[src/rtl/flash_boot_copier.sv]
`default_nettype none
// ============================================================================
// Module   : flash_boot_copier
// Brief    : Wishbone master copying WORDS words from boot flash to SDRAM while
//            holding the CPU in reset. Optional macro: FLASH_COPY_CHECKSUM_EN.
// Revision : 1.0 - initial release
// ============================================================================
module flash_boot_copier #(
    parameter logic [31:0] SRC_BASE   = 32'h1E00_0000,
    parameter logic [31:0] DST_BASE   = 32'h0000_0000,
    parameter int          WORDS      = 1024,
    parameter int          LEN_W      = 16,
    parameter bit          AUTO_START = 1'b1
) (
    input  logic        wb_clk_i,
    input  logic        wb_rst_n_i,
    input  logic        start_i,
    output logic        busy_o,
    output logic        done_o,
    output logic        err_o,
    output logic        cpu_rst_o,
    output logic [31:0] checksum_o,
    output logic [31:0] wbm_adr_o,
    output logic [31:0] wbm_dat_o,
    input  logic [31:0] wbm_dat_i,
    output logic [3:0]  wbm_sel_o,
    output logic        wbm_we_o,
    output logic        wbm_cyc_o,
    output logic        wbm_stb_o,
    input  logic        wbm_ack_i,
    input  logic        wbm_err_i
);

    typedef enum logic [2:0] {
        S_IDLE  = 3'd0,
        S_RD    = 3'd1,
        S_RGAP  = 3'd2,
        S_WR    = 3'd3,
        S_WGAP  = 3'd4,
        S_DONE  = 3'd5,
        S_ERROR = 3'd6
    } state_t;

    localparam logic [LEN_W-1:0] c_LAST_IDX = LEN_W'(WORDS - 1);

    state_t            r_state, w_state_nxt;
    logic [LEN_W-1:0]  r_idx, w_idx_nxt;
    logic [31:0]       r_buf, w_buf_nxt;
    logic [31:0]       r_adr, w_adr_nxt;
    logic [31:0]       r_dat, w_dat_nxt;
    logic              r_cyc, w_cyc_nxt;
    logic              r_we, w_we_nxt;
    logic [3:0]        r_sel;
    logic              r_busy, w_busy_nxt;
    logic              r_done, w_done_nxt;
    logic              r_err, w_err_nxt;
    logic              r_cpu_rst, w_cpu_rst_nxt;
    logic              r_auto;
    logic              w_launch;

    function automatic logic [31:0] f_word_adr(input logic [31:0] base,
                                               input logic [LEN_W-1:0] idx);
        return base + (32'(idx) << 2);
    endfunction

    always_comb begin
        w_state_nxt   = r_state;
        w_idx_nxt     = r_idx;
        w_buf_nxt     = r_buf;
        w_adr_nxt     = r_adr;
        w_dat_nxt     = r_dat;
        w_cyc_nxt     = r_cyc;
        w_we_nxt      = r_we;
        w_busy_nxt    = r_busy;
        w_done_nxt    = r_done;
        w_err_nxt     = r_err;
        w_cpu_rst_nxt = r_cpu_rst;
        w_launch      = 1'b0;

        case (r_state)
            S_IDLE: begin
                w_launch = start_i || r_auto;
            end
            S_RD: begin
                // err has priority over a simultaneous ack
                if (wbm_err_i) begin
                    w_state_nxt = S_ERROR;
                    w_cyc_nxt   = 1'b0;
                    w_we_nxt    = 1'b0;
                    w_busy_nxt  = 1'b0;
                    w_err_nxt   = 1'b1;
                end else if (wbm_ack_i) begin
                    w_state_nxt = S_RGAP;
                    w_buf_nxt   = wbm_dat_i;
                    w_cyc_nxt   = 1'b0;
                end
            end
            S_RGAP: begin
                w_state_nxt = S_WR;
                w_cyc_nxt   = 1'b1;
                w_we_nxt    = 1'b1;
                w_adr_nxt   = f_word_adr(DST_BASE, r_idx);
                w_dat_nxt   = r_buf;
            end
            S_WR: begin
                if (wbm_err_i) begin
                    w_state_nxt = S_ERROR;
                    w_cyc_nxt   = 1'b0;
                    w_we_nxt    = 1'b0;
                    w_busy_nxt  = 1'b0;
                    w_err_nxt   = 1'b1;
                end else if (wbm_ack_i) begin
                    w_state_nxt = S_WGAP;
                    w_cyc_nxt   = 1'b0;
                    w_we_nxt    = 1'b0;
                end
            end
            S_WGAP: begin
                if (r_idx == c_LAST_IDX) begin
                    w_state_nxt = S_DONE;
                end else begin
                    w_state_nxt = S_RD;
                    w_idx_nxt   = r_idx + 1'b1;
                    w_cyc_nxt   = 1'b1;
                    w_we_nxt    = 1'b0;
                    w_adr_nxt   = f_word_adr(SRC_BASE, r_idx + 1'b1);
                end
            end
            S_DONE: begin
                w_busy_nxt    = 1'b0;
                w_done_nxt    = 1'b1;
                w_cpu_rst_nxt = 1'b0;
                w_launch      = start_i;
            end
            S_ERROR: begin
                w_busy_nxt = 1'b0;
                w_err_nxt  = 1'b1;
                w_launch   = start_i;
            end
            default: begin
                w_state_nxt = S_IDLE;
            end
        endcase

        // A (re)start overrides whatever the state above decided
        if (w_launch) begin
            w_idx_nxt     = '0;
            w_done_nxt    = 1'b0;
            w_err_nxt     = 1'b0;
            w_busy_nxt    = 1'b1;
            w_cpu_rst_nxt = 1'b1;
            if (WORDS == 0) begin
                w_state_nxt = S_DONE;
            end else begin
                w_state_nxt = S_RD;
                w_cyc_nxt   = 1'b1;
                w_we_nxt    = 1'b0;
                w_adr_nxt   = SRC_BASE;
            end
        end
    end

    always_ff @(posedge wb_clk_i or negedge wb_rst_n_i) begin
        if (!wb_rst_n_i) begin
            r_state   <= S_IDLE;
            r_idx     <= '0;
            r_buf     <= 32'h0;
            r_adr     <= 32'h0;
            r_dat     <= 32'h0;
            r_cyc     <= 1'b0;
            r_we      <= 1'b0;
            r_sel     <= 4'h0;
            r_busy    <= 1'b0;
            r_done    <= 1'b0;
            r_err     <= 1'b0;
            r_cpu_rst <= 1'b1;
            r_auto    <= AUTO_START;
        end else begin
            r_state   <= w_state_nxt;
            r_idx     <= w_idx_nxt;
            r_buf     <= w_buf_nxt;
            r_adr     <= w_adr_nxt;
            r_dat     <= w_dat_nxt;
            r_cyc     <= w_cyc_nxt;
            r_we      <= w_we_nxt;
            r_sel     <= w_cyc_nxt ? 4'hF : 4'h0;
            r_busy    <= w_busy_nxt;
            r_done    <= w_done_nxt;
            r_err     <= w_err_nxt;
            r_cpu_rst <= w_cpu_rst_nxt;
            r_auto    <= 1'b0;
        end
    end

`ifdef FLASH_COPY_CHECKSUM_EN
    logic [31:0] r_checksum;
    logic        w_rd_ack;

    assign w_rd_ack = (r_state == S_RD) && wbm_ack_i && !wbm_err_i;

    always_ff @(posedge wb_clk_i or negedge wb_rst_n_i) begin
        if (!wb_rst_n_i) begin
            r_checksum <= 32'h0;
        end else if (w_launch) begin
            r_checksum <= 32'h0;
        end else if (w_rd_ack) begin
            r_checksum <= r_checksum + wbm_dat_i;
        end
    end

    assign checksum_o = r_checksum;
`else
    assign checksum_o = 32'h0;
`endif

    assign busy_o    = r_busy;
    assign done_o    = r_done;
    assign err_o     = r_err;
    assign cpu_rst_o = r_cpu_rst;
    assign wbm_adr_o = r_adr;
    assign wbm_dat_o = r_dat;
    assign wbm_sel_o = r_sel;
    assign wbm_we_o  = r_we;
    assign wbm_cyc_o = r_cyc;
    assign wbm_stb_o = r_cyc;

endmodule
`default_nettype wire

[config.mk]
export PLATFORM = sky130hd
export DESIGN_NAME = flash_boot_copier
export DESIGN_NICKNAME = d
export VERILOG_FILES = /design/src/rtl/flash_boot_copier.sv
export SDC_FILE = /design/constraint.sdc
export NUM_CORES = 1
export LEC_CHECK = 0
export CORE_MARGIN = 2
export CORE_UTILIZATION = 35
export CTS_BUF_LIST = sky130_fd_sc_hd__clkbuf_4 sky130_fd_sc_hd__clkbuf_8
export DETAILED_ROUTE_END_ITERATION = 10
export DONT_BUFFER_PORTS = 1
export MAX_ROUTING_LAYER = met4
export PLACE_DENSITY = 0.48
export SKIP_LAST_GASP = 1
export SLEW_MARGIN = 5
export SYNTH_ARGS = -nofsm -noshare
export SYNTH_HDL_FRONTEND = slang
export SYNTH_SLANG_ARGS = --single-unit
export TNS_END_PERCENT = 5
[constraint.sdc]
create_clock -name wb_clk_i -period 2.5 [get_ports wb_clk_i]
set_input_delay 0.5 -clock wb_clk_i [delete_from_list [all_inputs] [get_ports wb_clk_i]]
set_output_delay 0.5 -clock wb_clk_i [all_outputs]
set_load 0.01 [all_outputs]
==> flow_metrics.py, run 1 <==
metrics = {
    "pwr": {
        "power.density_nw_per_um2": 1160,
        "irDropWorstVdd_mv": 0.608,
        "p_leak_nw": 2.34,
    },
    "route": {
        "dr.first_iter.drc_count": 161,
        "drt-total-wl_um": 10600,
        "detail_route.wl_per_cell_um": 17.5,
        "drc": 0,
        "first_pass_iters": 5,
        "dr_total_vias": 3108,
        "vias_per_cell": 5.12,
        "ant_nets": 0,
    },
    "global_routing": {
        "grt_pass1_wl_um": 17100,
        "use_met3_pct": 6.97,
        "overflow": 0,
        "antenna_found_initial": 0,
        "grtUsageTotal_pct": 14.3,
        "grt_max_degree": 108,
        "grt_use_met2_pct": 21.2,
        "grt_pass1_vias": 3174,
        "top_usage_layer": "met2",
        "met1_usage_pct": 17.4,
    },
    "timing": {
        "rsz0062_at_grt": "no",
        "holdWs_ns": -0.204,
        "max_freq_mhz": 444,
        "fin_crit_sh_pct": 90.1,
        "drv_slew": 0,
        "skew_ns": 0.00800,
        "setup-tns-final_ns": 0,
        "hold_viol": 106,
        "worst_pin_slew_ns": 0.603,
        "fin_crit_ns": 2.25,
        "fin_ws_ns": 0.247,
        "max-slew-margin-rel_pct": 59.8,
        "setup_violations": 0,
    },
    "clock_network": {
        "post_cts.repair.setup_buffers": 0,
        "tritoncts": "done",
        "cts-root-buf": "clkbuf_8",
        "cts_sinks": 107,
        "cts_buffer_depth": 2,
        "ctsHtreeMaxLevel": 3,
        "clock_latency_ns": 0.38,
        "clk_pin_slew_ns": 0.10,
        "cts-resized-gates": 0,
        "cts-buffers-inserted": 9,
    },
    "yosys": {
        "yosysUniqueCellTypes": 63,
        "synth.most_common_cell": "dfrtp_1",
        "synth_edf_count": 0,
        "yosys-top-cells-count": "dfrtp_1 (105), mux2_2 (68), buf_4 (54)",
        "yosysWarnings": 0,
        "netlist_top_cells_area": "dfrtp_1 (51%), mux2_2 (15%), buf_4 (7.9%)",
        "synth-async-reset-ratio_pct": 100,
        "syn_avg_cell_area_sq_um": 11.9,
        "yosysSeqAreaShare_pct": 52.1,
        "netlist_area_sq_um": 5150,
        "synthCells": 431,
        "synth-main-ff-cell": "dfrtp_1",
        "synth_area_leader_cell": "dfrtp_1",
        "yosysTopAreaCellShare_pct": 51.1,
        "ys_ff_latch": 107,
    },
    "finish": {
        "antennaDiodeCount": 0,
        "post_layout_nonfiller_instances": 607,
        "synthToLayoutAreaGrowth_pct": 3.01,
        "fillers": 1436,
        "drive_gt1_share_pct": 27.4,
        "final_nets": 456,
    },
    "worst_setup_path": {
        "crit_start": "r_state[1]$_DFFE_PN0P_",
        "path_cells": "or3b_1 -> a31oi_2 -> nor2_2 -> a221o_1",
        "reg2reg_from": "r_state[1]$_DFFE_PN0P_",
        "crit_arrival_ns": 2.53,
        "startpoint_type": "flip-flop",
        "max_stage_delay_ns": 0.62,
        "crit_type": "flip-flop to flip-flop",
        "path_max_fanout": 13,
        "slowest_stage": "or3b_1",
        "end_kind": "flip-flop",
        "required_ns": 2.78,
    },
    "run_status": {
        "outcome": "finished with violations",
        "failed_checks": "negative hold slack",
    },
    "placement": {
        "placed_cells": 591,
        "gp_congestion": 0.861,
        "hpwlAfterDp_um": 7280,
        "io_buffers": 0,
        "place_worst_setup_slack_ns": 0.265,
    },
    "die": {
        "rows": 44,
        "die_h_um": 125,
        "io_pins": 144,
        "core_sq_um": 14400,
        "start_util_pct": 35.7,
        "die_w_um": 125,
        "die_area_sq_um": 15700,
    },
    "flow_run": {
        "drv_cap": 0,
    },
    "worst_hold_path": {
        "hold_path_class": "input pin to async pin",
    },
}
==> logic make-up after synthesis <==
family / synth area share [%]
flops: 52.1
simple gates: 11.6
buf+inv: 10.9
mux: 16.1
compound gates: 8.58
xor+xnor: 0.340
fa+ha+maj: 0.243
other cells: 0.0729
==> area by class of cell <==
class | instances | area, sq um | share of cell area [%]
Clock buffer | 10 | 138 | 2.60
Clock inverter | 6 | 58.8 | 1.11
Timing Repair Buffer | 8 | 85.1 | 1.60
Multi-Input combinational cell | 285 | 2080 | 39.3
Tap cell | 184 | 230 | 4.34
Sequential cell | 107 | 2680 | 50.6
Inverter | 7 | 26.3 | 0.496
==> routing by layer <==
metal | up-vias | routed length [um]
li1 | 1419 | -
met1 | 1569 | 4490
met3 | 10 | 1030
met2 | 110 | 4950
met5 | - | 0
met4 | 0 | 123
==> worst paths after layout <==
check	endpoint	cells past startpoint	slack, ns
worst min register to register	wbm_dat_o[21]$_DFFE_PN0P_	1	0.51
min in group wb_clk_i	r_state[1]$_DFFE_PN0P_	1	0.24
max in group asynchronous	r_auto$_DFF_PN1_	0	2.47
worst max-delay path	r_idx[3]$_DFFE_PN0P_	4	0.25
worst max register to register	r_idx[3]$_DFFE_PN0P_	4	0.25
worst min-delay path	r_idx[9]$_DFFE_PN0P_	0	-0.20
==> placed cells by master (no fill, tap or decap), types with 3 or more instances in the layout <==
| master | instances |
|---|---|
| mux2_4 | 3 |
| o31ai_1 | 3 |
| inv_1 | 7 |
| nand2_1 | 20 |
| nand3_1 | 19 |
| mux2_2 | 68 |
| a31oi_1 | 8 |
| nor3_1 | 5 |
| clkbuf_8 | 10 |
| a21o_1 | 3 |
| nor2_1 | 11 |
| and3_1 | 6 |
| a21oi_1 | 11 |
| buf_4 | 6 |
| dfrtp_1 | 105 |
| conb_1 | 45 |
| nand4_1 | 8 |
| or3_1 | 6 |
| o21ai_0 | 13 |
==> per-stage QoR <==
| step | utilization [%] | hold slack (ns) | total power [mW] | cell area [sq um] |
|---|---|---|---|---|
| 6_report | 36.8 | -0.204 | 6.17 | 5300 |
| 5_1_grt | 36.8 | -0.249 | 6.63 | 5300 |
| 4_1_cts | 36.8 | -0.232 | 6.30 | 5300 |
| 3_5_place_dp | 35.4 | 0.207 | 5.21 | 5100 |
| 3_3_place_gp | 35.4 | 0.207 | 5.16 | 5100 |
| 2_1_floorplan | - | 0.204 | 4.87 | 5310 |
==> critical path: cells and delay by family (launching register included) <==
kind	cells	cell delay [ns]
compound gates	2	0.85
flops	1	0.56
simple gates	2	0.75
==> flip-flops by register name (all words and copies together) (netlist names), 3 cells and up <==
register	count
r_state	3
r_buf	32
wbm_dat_o	32
r_idx	16
wbm_adr_o	17
==> power by group <==
part	internal, mW	leakage [nW]	switching [mW]
clock	0.412	0.102	0.636
sequential	2.43	1.34	0.732
combinational	1.01	0.903	0.947
Power figures use the tool's default switching activity.
==> inputs of run 2 (changes only) <==
==> constraint.sdc (replaced) <==
create_clock -name wb_clk_i -period 2.5 [get_ports wb_clk_i]
set_input_delay 0.375 -clock wb_clk_i [delete_from_list [all_inputs] [get_ports wb_clk_i]]
set_output_delay 0.375 -clock wb_clk_i [all_outputs]
set_load 0.01 [all_outputs]
==> results of run 2 <==
Same layout as run 1 (identical final DEF). Status: finished with violations: negative hold slack.
Main changes from that run: hold slack -0.204 ns -> -0.329 ns; number of hold violations in the final report 106 -> 107
